### src/rtl/rect_fill_engine.sv
// rect_fill_engine
//   Queues rectangle fill commands in a small FIFO, clips each one to the
//   visible screen and streams its pixels, one per clock in row-major order,
//   to the VGA adapter.
//
// Optional build macro: RECT_OUTLINE_EN
//   When defined, each command carries an s_outline bit. Outlined rectangles
//   still take ew*eh draw cycles, but plot is only raised on border pixels.
//
// Ports
//   clock, reset_n        rising-edge clock, synchronous active-low reset
//   s_valid / s_ready     command handshake (push on s_valid && s_ready)
//   s_x, s_y, s_w, s_h    top-left corner and size of the rectangle
//   s_color               fill colour
//   s_outline             (RECT_OUTLINE_EN only) draw border pixels only
//   vga_x, vga_y, colour  current pixel, all zero when plot is low
//   plot                  pixel write strobe
//   busy                  queue non-empty or a rectangle in progress
//   fifo_count            number of queued commands
module rect_fill_engine #(
  parameter int COORD_W       = 9,
  parameter int COLOR_W       = 3,
  parameter int VGA_X_W       = 8,
  parameter int VGA_Y_W       = 7,
  parameter int SCREEN_WIDTH  = 160,
  parameter int SCREEN_HEIGHT = 120,
  parameter int FIFO_DEPTH    = 4,
  parameter int FIFO_AW       = 2
) (
  input  logic               clock,
  input  logic               reset_n,
  input  logic               s_valid,
  output logic               s_ready,
  input  logic [COORD_W-1:0] s_x,
  input  logic [COORD_W-1:0] s_y,
  input  logic [COORD_W-1:0] s_w,
  input  logic [COORD_W-1:0] s_h,
  input  logic [COLOR_W-1:0] s_color,
`ifdef RECT_OUTLINE_EN
  input  logic               s_outline,
`endif
  output logic [VGA_X_W-1:0] vga_x,
  output logic [VGA_Y_W-1:0] vga_y,
  output logic [COLOR_W-1:0] colour,
  output logic               plot,
  output logic               busy,
  output logic [FIFO_AW:0]   fifo_count
);

  typedef enum logic {IDLE, DRAW} state_t;

  localparam int EW = COORD_W + 1;  // extended width for clipping arithmetic
  localparam logic [EW-1:0]      SW_EXT = EW'(SCREEN_WIDTH);
  localparam logic [EW-1:0]      SH_EXT = EW'(SCREEN_HEIGHT);
  localparam logic [FIFO_AW:0]   DEPTH  = (FIFO_AW+1)'(FIFO_DEPTH);
  localparam logic [EW-1:0]      ONE_E  = EW'(1);

  // Command storage (no reset needed: validity is tracked by the count)
  logic [COORD_W-1:0] mem_x [FIFO_DEPTH];
  logic [COORD_W-1:0] mem_y [FIFO_DEPTH];
  logic [COORD_W-1:0] mem_w [FIFO_DEPTH];
  logic [COORD_W-1:0] mem_h [FIFO_DEPTH];
  logic [COLOR_W-1:0] mem_c [FIFO_DEPTH];
`ifdef RECT_OUTLINE_EN
  logic               mem_o [FIFO_DEPTH];
`endif

  state_t             state_q, state_d;
  logic [FIFO_AW-1:0] wr_ptr_q, wr_ptr_d, rd_ptr_q, rd_ptr_d;
  logic [FIFO_AW:0]   count_q, count_d;
  logic [COORD_W-1:0] x_q, x_d, y_q, y_d;
  logic [EW-1:0]      ew_q, ew_d, eh_q, eh_d, col_q, col_d, row_q, row_d;
  logic [COLOR_W-1:0] color_q, color_d;
  logic               outline_q, outline_d;

  logic               push, pop, discard, start, col_last, row_last;
  logic [EW-1:0]      head_x, head_y, head_w, head_h, x_room, y_room;
  logic [EW-1:0]      col_inc, row_inc, px, py;

  assign s_ready    = (count_q != DEPTH);
  assign fifo_count = count_q;
  assign busy       = (state_q == DRAW) || (count_q != '0);

  assign push = s_valid && s_ready;
  assign pop  = (state_q == IDLE) && (count_q != '0);

  // Head entry zero-extended so SCREEN - x cannot wrap for x < SCREEN
  assign head_x = {1'b0, mem_x[rd_ptr_q]};
  assign head_y = {1'b0, mem_y[rd_ptr_q]};
  assign head_w = {1'b0, mem_w[rd_ptr_q]};
  assign head_h = {1'b0, mem_h[rd_ptr_q]};
  assign x_room = SW_EXT - head_x;
  assign y_room = SH_EXT - head_y;

  assign discard = (head_w == '0) || (head_h == '0) ||
                   (head_x >= SW_EXT) || (head_y >= SH_EXT);
  assign start   = pop && !discard;

  assign col_inc  = col_q + ONE_E;
  assign row_inc  = row_q + ONE_E;
  assign col_last = (col_inc == ew_q);
  assign row_last = (row_inc == eh_q);

  // FIFO pointers and occupancy
  always_comb begin
    wr_ptr_d = wr_ptr_q;
    rd_ptr_d = rd_ptr_q;
    count_d  = count_q;
    if (push) wr_ptr_d = wr_ptr_q + FIFO_AW'(1);
    if (pop)  rd_ptr_d = rd_ptr_q + FIFO_AW'(1);
    case ({push, pop})
      2'b10:   count_d = count_q + (FIFO_AW+1)'(1);
      2'b01:   count_d = count_q - (FIFO_AW+1)'(1);
      default: count_d = count_q;
    endcase
  end

  // Next-state logic
  always_comb begin
    state_d = state_q;
    case (state_q)
      IDLE:    if (start) state_d = DRAW;
      DRAW:    if (col_last && row_last) state_d = IDLE;
      default: state_d = IDLE;
    endcase
  end

  // Working registers: load on start, walk columns then rows while drawing
  always_comb begin
    x_d       = x_q;
    y_d       = y_q;
    ew_d      = ew_q;
    eh_d      = eh_q;
    color_d   = color_q;
    outline_d = outline_q;
    col_d     = col_q;
    row_d     = row_q;
    if (state_q == IDLE) begin
      if (start) begin
        x_d     = mem_x[rd_ptr_q];
        y_d     = mem_y[rd_ptr_q];
        ew_d    = (head_w < x_room) ? head_w : x_room;
        eh_d    = (head_h < y_room) ? head_h : y_room;
        color_d = mem_c[rd_ptr_q];
`ifdef RECT_OUTLINE_EN
        outline_d = mem_o[rd_ptr_q];
`else
        outline_d = 1'b0;
`endif
        col_d   = '0;
        row_d   = '0;
      end
    end else begin
      if (col_last) begin
        col_d = '0;
        row_d = row_inc;
      end else begin
        col_d = col_inc;
      end
    end
  end

  // State register and datapath flops
  always_ff @(posedge clock) begin
    if (!reset_n) begin
      state_q   <= IDLE;
      wr_ptr_q  <= '0;
      rd_ptr_q  <= '0;
      count_q   <= '0;
      x_q       <= '0;
      y_q       <= '0;
      ew_q      <= '0;
      eh_q      <= '0;
      col_q     <= '0;
      row_q     <= '0;
      color_q   <= '0;
      outline_q <= 1'b0;
    end else begin
      state_q   <= state_d;
      wr_ptr_q  <= wr_ptr_d;
      rd_ptr_q  <= rd_ptr_d;
      count_q   <= count_d;
      x_q       <= x_d;
      y_q       <= y_d;
      ew_q      <= ew_d;
      eh_q      <= eh_d;
      col_q     <= col_d;
      row_q     <= row_d;
      color_q   <= color_d;
      outline_q <= outline_d;
    end
  end

  always_ff @(posedge clock) begin
    if (push) begin
      mem_x[wr_ptr_q] <= s_x;
      mem_y[wr_ptr_q] <= s_y;
      mem_w[wr_ptr_q] <= s_w;
      mem_h[wr_ptr_q] <= s_h;
      mem_c[wr_ptr_q] <= s_color;
`ifdef RECT_OUTLINE_EN
      mem_o[wr_ptr_q] <= s_outline;
`endif
    end
  end

  // Output logic: pixel address is origin plus iterators, zeroed when idle
  assign px = {1'b0, x_q} + col_q;
  assign py = {1'b0, y_q} + row_q;

  always_comb begin
    plot   = 1'b0;
    vga_x  = '0;
    vga_y  = '0;
    colour = '0;
    if (state_q == DRAW) begin
      // Interior pixels of an outlined box still consume a cycle, unplotted
      plot = !outline_q || (col_q == '0) || col_last ||
             (row_q == '0) || row_last;
      if (plot) begin
        vga_x  = VGA_X_W'(px);
        vga_y  = VGA_Y_W'(py);
        colour = color_q;
      end
    end
  end

endmodule

### config.mk
export PLATFORM = sky130hd
export DESIGN_NAME = rect_fill_engine
export DESIGN_NICKNAME = d
export VERILOG_FILES = /design/src/rtl/rect_fill_engine.sv
export SDC_FILE = /design/constraint.sdc
export NUM_CORES = 1
export LEC_CHECK = 0
export ABC_AREA = 1
export BUFFER_PORTS_ARGS = -buffer_cell sky130_fd_sc_hd__buf_2
export CORE_MARGIN = 2
export CORE_UTILIZATION = 45
export DETAILED_ROUTE_END_ITERATION = 16
export SLEW_MARGIN = 10
export SYNTH_ARGS = -nofsm -noshare
export SYNTH_HDL_FRONTEND = slang
export SYNTH_SLANG_ARGS = --single-unit
### constraint.sdc
create_clock -name clock -period 3.3 [get_ports clock]
set_input_delay 0.33 -clock clock [delete_from_list [all_inputs] [get_ports clock]]
set_output_delay 0.33 -clock clock [all_outputs]
set_load 0.005 [all_outputs]
## Word level (Yosys, flattened, before mapping)

Memories as Yosys holds them, arrays and structs flattened. A register that Yosys moved wholly into a read port is not among the register bits.
Index checks and enable logic that the tools add are counted.

| cells by class | value |
|---|---|
| add/sub/neg operators | 10 |
| $lt $le $gt $ge | 4 |
| equality and inequality tests | 6 |
| muxes and demuxes | 25 |
| bitwise gates (word level) | 1 |
| reduce and logical (&&, ||, !) cells | 17 |

Operators with widths:

| kind | count |
|---|---|
| two-way mux 10 bit | 7 |
| adder 10 x 1 -> 10 bit, second input constant | 2 |
| == test 10 bit | 2 |
| zero test 10 bit | 2 |
| less-than comparator 9 x 10 -> 1 bit | 2 |
| two-way mux 2 bit | 8 |
| subtractor 7 x 9 -> 10 bit, first input constant | 1 |
| subtractor 8 x 9 -> 10 bit, first input constant | 1 |
| >= comparator 9 x 7 -> 1 bit, second input constant | 1 |
| >= comparator 9 x 8 -> 1 bit, second input constant | 1 |
| adder 8 bit | 1 |
| two-way mux 8 bit | 1 |
| adder 7 bit | 1 |
| two-way mux 7 bit | 1 |
| case mux 3 bit (2 select lines) | 1 |
| two-way mux 1 bit | 5 |
| adder 2 x 1 -> 2 bit, second input constant | 2 |
| logical AND 1 bit | 4 |
| logical OR 1 bit | 4 |
| AND reduction 2 bit | 2 |
| nonzero test 2 bit | 2 |
| adder 3 x 1 -> 3 bit, second input constant | 1 |
| two-way mux 3 bit | 1 |
| != test 3 bit, second input constant | 1 |
| 8 further kinds | 9 |

| word-level totals | value |
|---|---|
| register bits | 63 |
| RAM bits | 156 |
| input bits | 42 |
| output and inout port bits | 24 |
| word-level logic and storage cells | 78 |
| memories kept | 5 |

Memories:

| name | depth | width | rd ports | clocked after Yosys merged registers in | wr ports | RTL line | text |
|---|---|---|---|---|---|---|---|
| mem_h | 4 | 9 | 1 | 1 | 1 | 62 | `logic [COORD_W-1:0] mem_h [FIFO_DEPTH];` |
| mem_w | 4 | 9 | 1 | 1 | 1 | 61 | `logic [COORD_W-1:0] mem_w [FIFO_DEPTH];` |
| mem_x | 4 | 9 | 1 | 1 | 1 | 59 | `logic [COORD_W-1:0] mem_x [FIFO_DEPTH];` |
| mem_y | 4 | 9 | 1 | 1 | 1 | 60 | `logic [COORD_W-1:0] mem_y [FIFO_DEPTH];` |
| mem_c | 4 | 3 | 1 | 1 | 1 | 63 | `logic [COLOR_W-1:0] mem_c [FIFO_DEPTH];` |

## Logic depth before layout (Yosys ltp)

Gate-level depths: netlist of run 1.

| depth | value |
|---|---|
| word-level depth | 8 |
| gate-level depth with buffers | 26 |
| gate-level depth less buffers | 25 |

## Worst setup path after synthesis of run 1

Ideal clock, no wire load.

| timing path | value |
|---|---|
| path kind | register to register |
| start point | register with a tool-made name |
| end point | register ew_q[7] |
| setup time | 0.117 ns |
| arrival time | 2.740 ns |
| data required time | 3.183 ns |
| path slack | 0.443 ns |
| cell stages (with the launch flop) | 25 |
| path through | dfxtp_1 buf_6 inv_4 buf_4 nand3_1 nand2_1 clkinv_1 ha_1 nand3_1 inv_1 nand2_1 and2_1 inv_1 ha_1 inv_1 o31a_1 nand2_1 nand2_1 nand2_1 nand2_1 nand2_1 buf_2 a21oi_1 nor2_1 nor2_1 |

RTL lines:

| what | RTL line | text |
|---|---|---|
| to (signal assigned) | 185 | `ew_q <= ew_d;` |
| to (decl) | 72 | `logic [EW-1:0] ew_q, ew_d, eh_q, eh_d, col_q, col_d, row_q, row_d;` |

==> metrics.txt, run 1 <==
outcome finished, final reports clean; fin crit share 91.2%; synth warn 0; DIE AREA about 26000 µm²; Max clock buf depth 3; Crit path max-delay family simple AND/OR/NAND/NOR gates; final WL ~25000 µm; total grt overflow 0; Crit Path Class register to register; Inserted Diodes 0; CP endpoint kind register; Area growth, synth to finish 14.5%; H-tree Lvls 1; crit path to eh_q[3]; share of cells above drive strength 1 13.6%; Remaining DRCs 0; Die W 161 µm; TritonCTS clock tree yes; crit-path most repeated cell nand2_1; sequential-to-total area share from yosys stat 54.8%; Die Ht 161 µm; max_slew headroom 30.2%; Final Hold Vio Count 0; Antenna Violating Nets Remaining 0; worst reg-to-reg setup slack approximately 290 ps; CTS buffer count 25; DR vias 8269; HP Class input port to register; Syn Nets 1284; placed cell area 11700 µm²; Crit path buffers/inverters 5; met1 usage 27.4%; worst ir drop on vdd around 0.48 mV; synthesized cell area approximately 11000 µm²; Slowest Stage Delay on Critical Path slightly above 400 ps; CP arrival 3420 ps; placed cell count 1569; Initial Utilization 45.6%; clk root buf clkbuf_16; fmax between 300 and 400 MHz; largest net degree at the start of global routing 40; FP Rows 57; routability-driven placement congestion ratio 0.907; Final Critical Period 3010 ps; Avg WL per Cell 15.7 µm; routed vias/inst slightly above 5; Cells after Synth 1201; WP depth 20; Skew-Pair Late Insertion Delay 510 ps; Sink Count about 220; DP HPWL 17300 µm; most numerous cell in the Yosys netlist nand2_1; clk slew on worst S/H paths 60 ps; Max Cap Viol 0; most frequent cells after synthesis 277 x nand2_1, 156 x edfxtp_1, 132 x inv_1; fin cells roughly 1600; GRT met2 Usage a little under a third; fraction of met3 tracks used by global routing 2.87%; Final Max Slew Viols 0; final setup fails 0; Hold Buf Count CTS 0; crit-path cells buf_12 > buf_6 > nand2_1 > nand3_1 > nand2_1 > nand3_2 > nand4_1 > xor2_1 > inv_1 > ha_1 > inv_1 > nor3_1 > a211oi_1 > nor2_1 > nor2_1 > nand2_1 > nand2_1 > nand3_1 > nand2_1 > inv_1; Seq cells post-synth 224; FFs w/ async S/R, synth 0%; Setup crit start kind register; final std cell area, no fill 12600 µm²; input/output buffers 65; DRT Pass-1 Iters 4; initial antenna violation count 0; core area 24200 µm²; largest area contributor in the netlist edfxtp_1; P per Cell Area 851 nW/µm²; final worst slack 289 ps; Critical Path Fanout Max 20; worst slack, placed 72.4 ps; Top FF cell, synth edfxtp_1; Tightest Pin Transition 1050 ps; slowest CP cell dfxtp_4; Post-Route Skew 13.0 ps; r2r endpoint eh_q[3]; Netlist cell types 46; Leakage Power 5.26 nW; number of global-route vias before repair 7807; post-synth top area share a little over two fifths; number of synthesized flops with an enable pin about 160; total chip power between 10 and 15 mW; GRT busiest layer met2; Worst Path Required between 3000 and 4000 ps; hold_ws 33.6 ps; Synth area leaders edfxtp_1 42%, dfxtp_1 12%, nand2_1 9.4%, nand3_1 5.2%, inv_1 4.5%; post-synthesis area per instance 9.18 µm²; first-pass GRT wire length roughly 41000 µm; NumNets Final 1357; reg2reg path depth 20; Iteration-0 DRC Markers 517; gr usage total 19.5%; IO Count 66
## flip-flops by register name, summed over array words and instances, names as in the netlist, named ones only
signal	flops
eh_q	10
mem_h	36
row_q	10
mem_w	36
ew_q	10
x_q	8
color_q	3
mem_y	36
wr_ptr_q	2
mem_x	36
state_q	1
rd_ptr_q	2
fifo_count	3
y_q	7
col_q	10
mem_c	12
## layout by cell type (no fill, tap or decap), types with 3 or more instances in the layout
| master | count |
|---|---|
| a21oi_1 | 88 |
| a21oi_2 | 10 |
| buf_12 | 3 |
| buf_2 | 65 |
| buf_4 | 18 |
| buf_6 | 4 |
| bufinv_16 | 5 |
| clkbuf_1 | 8 |
| clkbuf_16 | 26 |
| clkinv_1 | 3 |
| dfxtp_1 | 66 |
| edfxtp_1 | 156 |
| fa_1 | 3 |
| ha_1 | 38 |
| inv_1 | 132 |
| inv_2 | 5 |
| nand2_1 | 270 |
| nand2_2 | 13 |
| nand3_1 | 115 |
| nand3b_1 | 3 |
| nand4_1 | 16 |
| nor2_1 | 82 |
| nor2_4 | 6 |
| nor3_1 | 12 |
| o21ai_0 | 51 |
| o21ai_1 | 22 |
| o21bai_1 | 4 |
| o22ai_1 | 3 |
| or2_2 | 4 |
| xnor2_1 | 6 |
| xor2_1 | 25 |
## cells by family after synthesis
kind of cell	after synthesis	share of synthesized area (%)
and+or+nand+nor	532	21.1
DFF	224	54.8
xor gates and xnor gates	31	2.46
adders and majority gates	41	4.86
buffers and inverters	185	7.50
AOI/OAI and AO/OA	188	9.27
## power breakdown
group	internal [mW]	switching, mW
Combinational	1.46	2.86
Clock	1.77	1.06
Sequential	3.38	0.202
Total	6.62	4.13
## worst min path at each step
stage	from	endpoint	slack [ps]	cells past startpoint
after global placement	ew_q[9]	ew_q[9]	450	2
after global routing	s_color[1]	mem_c[0][1]	20	1
final	s_h[1]	mem_h[3][1]	30	1
after detailed placement	ew_q[9]	ew_q[9]	460	2
after floorplan	s_color[0]	mem_c[0][0]	430	0
after CTS	s_color[1]	mem_c[0][1]	20	1
## routing by layer
metal	vias to the layer above	routed length (µm)	part of all wire, %
met5	-	0	0
met4	0	582	2.3
met3	42	1170	4.6
met2	166	11600	46
met1	3876	12000	47
li1	4185	-	-
## cell type report
type                            count  area, µm²
Fill cell                        2181      11600
Sequential cell                   224       6050
Multi-Input combinational cell    792       4200
Clock buffer                       33        656
Timing Repair Buffer               92        606
Inverter                          139        529
Tap cell                          324        405
Clock inverter                     10        171
## what timing repair did
action | in CTS | in global routing
setup buffers | 0 | 1
resized for setup | 0 | 20
setup endpoints to repair | 0 | 18
## stage by stage
step	setup TNS, ps	utilization [%]
after floorplan	0	-
after global placement	0	48.4
final	0	52.2
after detailed placement	0	48.4
after global routing	-191	52.2
after CTS	0	51.9
Power figures use the tool's default switching activity.
==> run 2, diff against run 1 <==
Settings changed: CORE_UTILIZATION 45 to 26.
==> metrics.txt, run 2 (synthesized netlist as in run 1, its figures left out) <==
outcome finished, final reports clean; Max Cap Viol 0; IO Count 66; core area ~42000 µm²; initial antenna violation count 4; share of cells above drive strength 1 13.9%; total chip power 10.8 mW; worst slack, placed 112 ps; Initial Utilization 26.3%; Die W 210 µm; total grt overflow 0; DIE AREA 44100 µm²; Die Ht 210 µm; Worst Path Required between 3000 and 4000 ps; final worst slack around 210 ps; clk slew on worst S/H paths roughly 60 ps; Leakage Power ~5.3 nW; CTS buffer count 25; Max clock buf depth 3; Crit Path Class register to register; most common cell after layout, fill and taps aside nand2_1; Final Max Slew Viols 0; Tightest Pin Transition 1070 ps; DP HPWL about 19000 µm; clk root buf clkbuf_16; DRT Pass-1 Iters 5; routability-driven placement congestion ratio 0.882; Final Critical Period roughly 3000 ps; Sink Count 224; number of global-route vias before repair approximately 7900; Avg WL per Cell 14.7 µm; final WL 27000 µm; routed vias/inst 4.56; Area growth, synth to finish 17.1%; FP Rows 75; CP endpoint kind register; Fillers approximately 4300; Skew-Pair Late Insertion Delay 510 ps; P per Cell Area 833 nW/µm²; NumNets Final 1361; gr usage total between 10 and 15%; HP Class input port to register; CP arrival approximately 3500 ps; Iteration-0 DRC Markers 606; most frequent cells in the layout 273 x nand2_1, 156 x edfxtp_1, 132 x inv_1, 115 x nand3_1, 88 x a21oi_1; worst ir drop on vdd 0.366 mV; max_slew headroom between 20 and 30%; hold_ws around 30 ps; final std cell area, no fill between 10000 and 15000 µm²; TritonCTS clock tree yes; Remaining DRCs 0; DR vias 8365; input/output buffers 65; Final Hold Vio Count 0; H-tree Lvls 1; final setup fails 0; first-pass GRT wire length between 40000 and 50000 µm; largest net degree at the start of global routing 40; Antenna Violating Nets Remaining 0; placed cell area 12000 µm²; Critical Path Fanout Max 9; fin crit share 93.6%; fmax 324 MHz; Setup crit start kind register; Post-Route Skew 14.6 ps
==> run 2: cell types whose count changed in the layout (fill, tap and decap cells not counted), moves of 3 or more <==
cell / delta
buf_4: +8
nand2_2: -4
buf_6: -3
clkbuf_1: -5
clkinv_1: +3
nand2_1: +3
clkinv_2: +3
==> run 2: path summary, 6_finish.rpt <==
path                                from           to  slack, ps  cells after the start
worst min-delay path              s_w[2]  mem_w[0][2]         30                      1
worst max register to register  register      ew_q[4]        210                     23
worst max-delay path            register      ew_q[4]        210                     23
worst min register to register   ew_q[9]      ew_q[9]        460                      2
==> run 2: per-stage QoR <==
| stage | std cells | utilization (%) | TNS [ps] |
|---|---|---|---|
| floorplan | 1201 | - | 0 |
| global placement | 1786 | 28.6 | 0 |
| detailed placement | 1786 | 28.6 | 0 |
| CTS | 1830 | 30.6 | 0 |
| global route | 1834 | 30.8 | -14.1 |
| finish | 1835 | 30.8 | 0 |
==> run 2: layout make-up <==
cell class | instances | area [µm²] | area share (%)
Sequential cell | 224 | 6050 | 46.9
Multi-Input combinational cell | 792 | 4210 | 32.6
Tap cell | 539 | 674 | 5.22
Clock buffer | 28 | 637 | 4.93
Timing Repair Buffer | 96 | 617 | 4.78
Inverter | 139 | 527 | 4.08
Clock inverter | 16 | 199 | 1.54
Antenna cell | 1 | 2.50 | 0.0194
==> run 2: power by group <==
part	leakage [nW]	switching, mW	internal, mW	total, mW
clock	0.410	1.06	1.76	2.83
combinational	2.89	2.90	1.46	4.36
sequential	1.98	0.190	3.38	3.57
total	5.28	4.16	6.61	10.8
==> run 2: what timing repair did <==
action | CTS | global route
hold buffers | 0 | 0
gates resized for setup | 0 | 9
endpoints found under the setup margin | 0 | 18
buffers inserted | 0 | 3
==> run 2: per-layer routing <==
layer  vias up  global-route usage [%]  routed length, µm
met5         -                       0                 22
met4         4                    3.62                810
met3        53                    2.30               1400
met2       206                    19.9              12400
met1      3917                    16.1              12400
li1       4185                       -                  -
==> run 2: worst max-delay path, cell delays in order, from the launching register on <==
cell      delay (ps)
dfxtp_4          400
inv_4             80
nand2_1           70
nand3_1           70
nand2_1          150
clkinv_1         140
ha_1             240
nand3_1          110
inv_1             70
nand2_1           90
and2_1           170
inv_1             50
ha_1             260
inv_1             50
o31a_1           290
nand2_1           70
nand2_1           50
nand2_1           50
nand2_1           80
nand2_4          110
buf_4            150
a21oi_1           70
nor2_1           120
nor2_1            40
==> run 3, diff against run 2 <==
Settings changed: BUFFER_PORTS_ARGS -buffer_cell sky130_fd_sc_hd__buf_2 to -buffer_cell sky130_fd_sc_hd__clkbuf_2.
==> metrics.txt, run 3 (synthesized netlist as in run 1, its figures left out) <==
DP HPWL 19200 µm; Final Util 30.7%; Skew-Pair Late Insertion Delay 520 ps; HP Class input port to register; Setup crit start kind register; routability-driven placement congestion ratio 0.867; final WL 26900 µm; placed cell area 12000 µm²; hold_ws 28.2 ps; input/output buffers 65; CTS buffer count 25; Fillers around 4300; Worst Path Required 3710 ps; Die W approximately 210 µm; hold depth 1; largest net degree at the start of global routing 40; fin crit share 92.0%; total grt overflow 0; Post-Route Skew approximately 12 ps; routed vias/inst about 4.5; Area growth, synth to finish 16.9%; Max Cap Viol 0; final setup fails 0; Max clock buf depth 3; P per Cell Area 832 nW/µm²; Iteration-0 DRC Markers 742; number of global-route vias before repair around 7900; clk root buf clkbuf_16; Internal around 6.5 mW; Sequential Power Share 33.3%; Avg WL per Cell 14.7 µm; DR vias 8245; max_slew headroom between 20% and 30%; worst reg-to-reg setup slack roughly 260 ps; Remaining DRCs 0; gr usage total around 12%; Tightest Pin Transition 1080 ps; Critical Path Fanout Max 32; initial antenna violation count 0; Final Critical Period 3040 ps; core area 41900 µm²; most frequent cells in the layout 275 x nand2_1, 156 x edfxtp_1, 132 x inv_1, 115 x nand3_1, 88 x a21oi_1; r2r endpoint eh_q[2]; Inserted Diodes 0; DRT Pass-1 Iters 5; Antenna Violating Nets Remaining 0; Final Max Slew Viols 0; Sw Share approximately two fifths; outcome finished, final reports clean; share of cells above drive strength 1 ~14%; CP arrival ~3500 ps; DIE AREA 44100 µm²; most common cell after layout, fill and taps aside nand2_1; Leakage Power 5.23 nW; NumNets Final 1359; Hold Buf Count CTS 0; worst ir drop on vdd 0.443 mV; hold path start s_color[2]; TritonCTS clock tree yes; FP Rows 75; H-tree Lvls 1; first-pass GRT wire length 43600 µm; combinational power share 40.3%; Final Hold Vio Count 0; CP endpoint kind register; final std cell area, no fill 12900 µm²; fmax 329 MHz; clk slew on worst S/H paths about 70 ps; Initial Utilization between 20% and 30%; reg2reg path depth 19; Die Ht approximately 210 µm; Sw Pwr 4.18 mW; IO Count 66; Crit Path Class register to register; Worst Hold End mem_c[0][2]; Sink Count 224; Clk pwr share 26.4%
==> run 3: changes by cell type in the layout (fill, tap and decap cells not counted), sizes merged <==
cell,change
bufinv,-1
buf,-66
clkinvlp,+7
clkinv,-4
clkbuf,+63
diode,-1
==> run 3: through the flow <==
stage                     worst slack (ps)  setup TNS, ps  std cells  total power, mW
after floorplan                        443              0       1201             6.70
after global routing                 -2.63          -2.63       1833             11.6
final                                  264              0       1833             10.7
after CTS                              167              0       1832             10.7
after global placement                 279              0       1787             7.80
after detailed placement               190              0       1787             7.87
==> run 3: power by group through the flow <==
stage                     Combinational, mW  Sequential (mW)  Clock, mW
after CTS                              4.27             3.57       2.90
after global placement                 4.18             3.62          0
after detailed placement               4.25             3.62          0
final                                  4.32             3.57       2.83
after global routing                   4.95             3.60       3.01
after floorplan                        3.14             3.56          0
==> run 3: how the worst max path moves through the flow <==
stage / end / slack [ps] / from / depth (start not counted)
floorplan: ew_q[7] / 440 / register / 24
global placement: eh_q[8] / 280 / register / 17
detailed placement: ew_q[2] / 190 / register / 24
CTS: ew_q[2] / 170 / register / 24
global route: ew_q[5] / -3 / register / 21
finish: eh_q[2] / 260 / register / 19
==> run 3: layout make-up <==
| cell class | count | area (µm²) | area share [%] |
|---|---|---|---|
| inverter | 139 | 524 | 4.07 |
| timing repair buffer | 94 | 597 | 4.63 |
| sequential | 224 | 6050 | 46.9 |
| clock buffer | 27 | 633 | 4.91 |
| clock inverter | 18 | 206 | 1.60 |
| multi-input combinational | 792 | 4200 | 32.6 |
| tap | 539 | 674 | 5.23 |
==> run 3: timing repair <==
action                                  CTS  global route
gates resized for setup                   0             5
endpoints found under the setup margin    0            15
setup buffers                             0             1
==> run 3: metal layers <==
layer / share of wire (%) / global-route usage [%] / vias to the layer above
met5: 0 / 0 / -
met4: 2.4 / 3.57 / 0
met3: 5.3 / 2.06 / 47
met2: 45 / 20.0 / 185
met1: 48 / 17.0 / 3829
li1: - / - / 4184
==> run 3: worst max-delay path: stages, from the launching register on <==
cell and delay (ps):
dfxtp_2 370, buf_12 180, buf_4 200, nand2_1 60, nand3_1 80, nand2_1 170, nand3_2 160, nand4_1 150
xor2_2 210, inv_1 60, ha_1 280, inv_1 80, nor3_1 60, a211oi_1 170, nor2_1 80, nor2_1 140
buf_4 180, a21oi_1 70, nor2_1 160, nor2_1 50
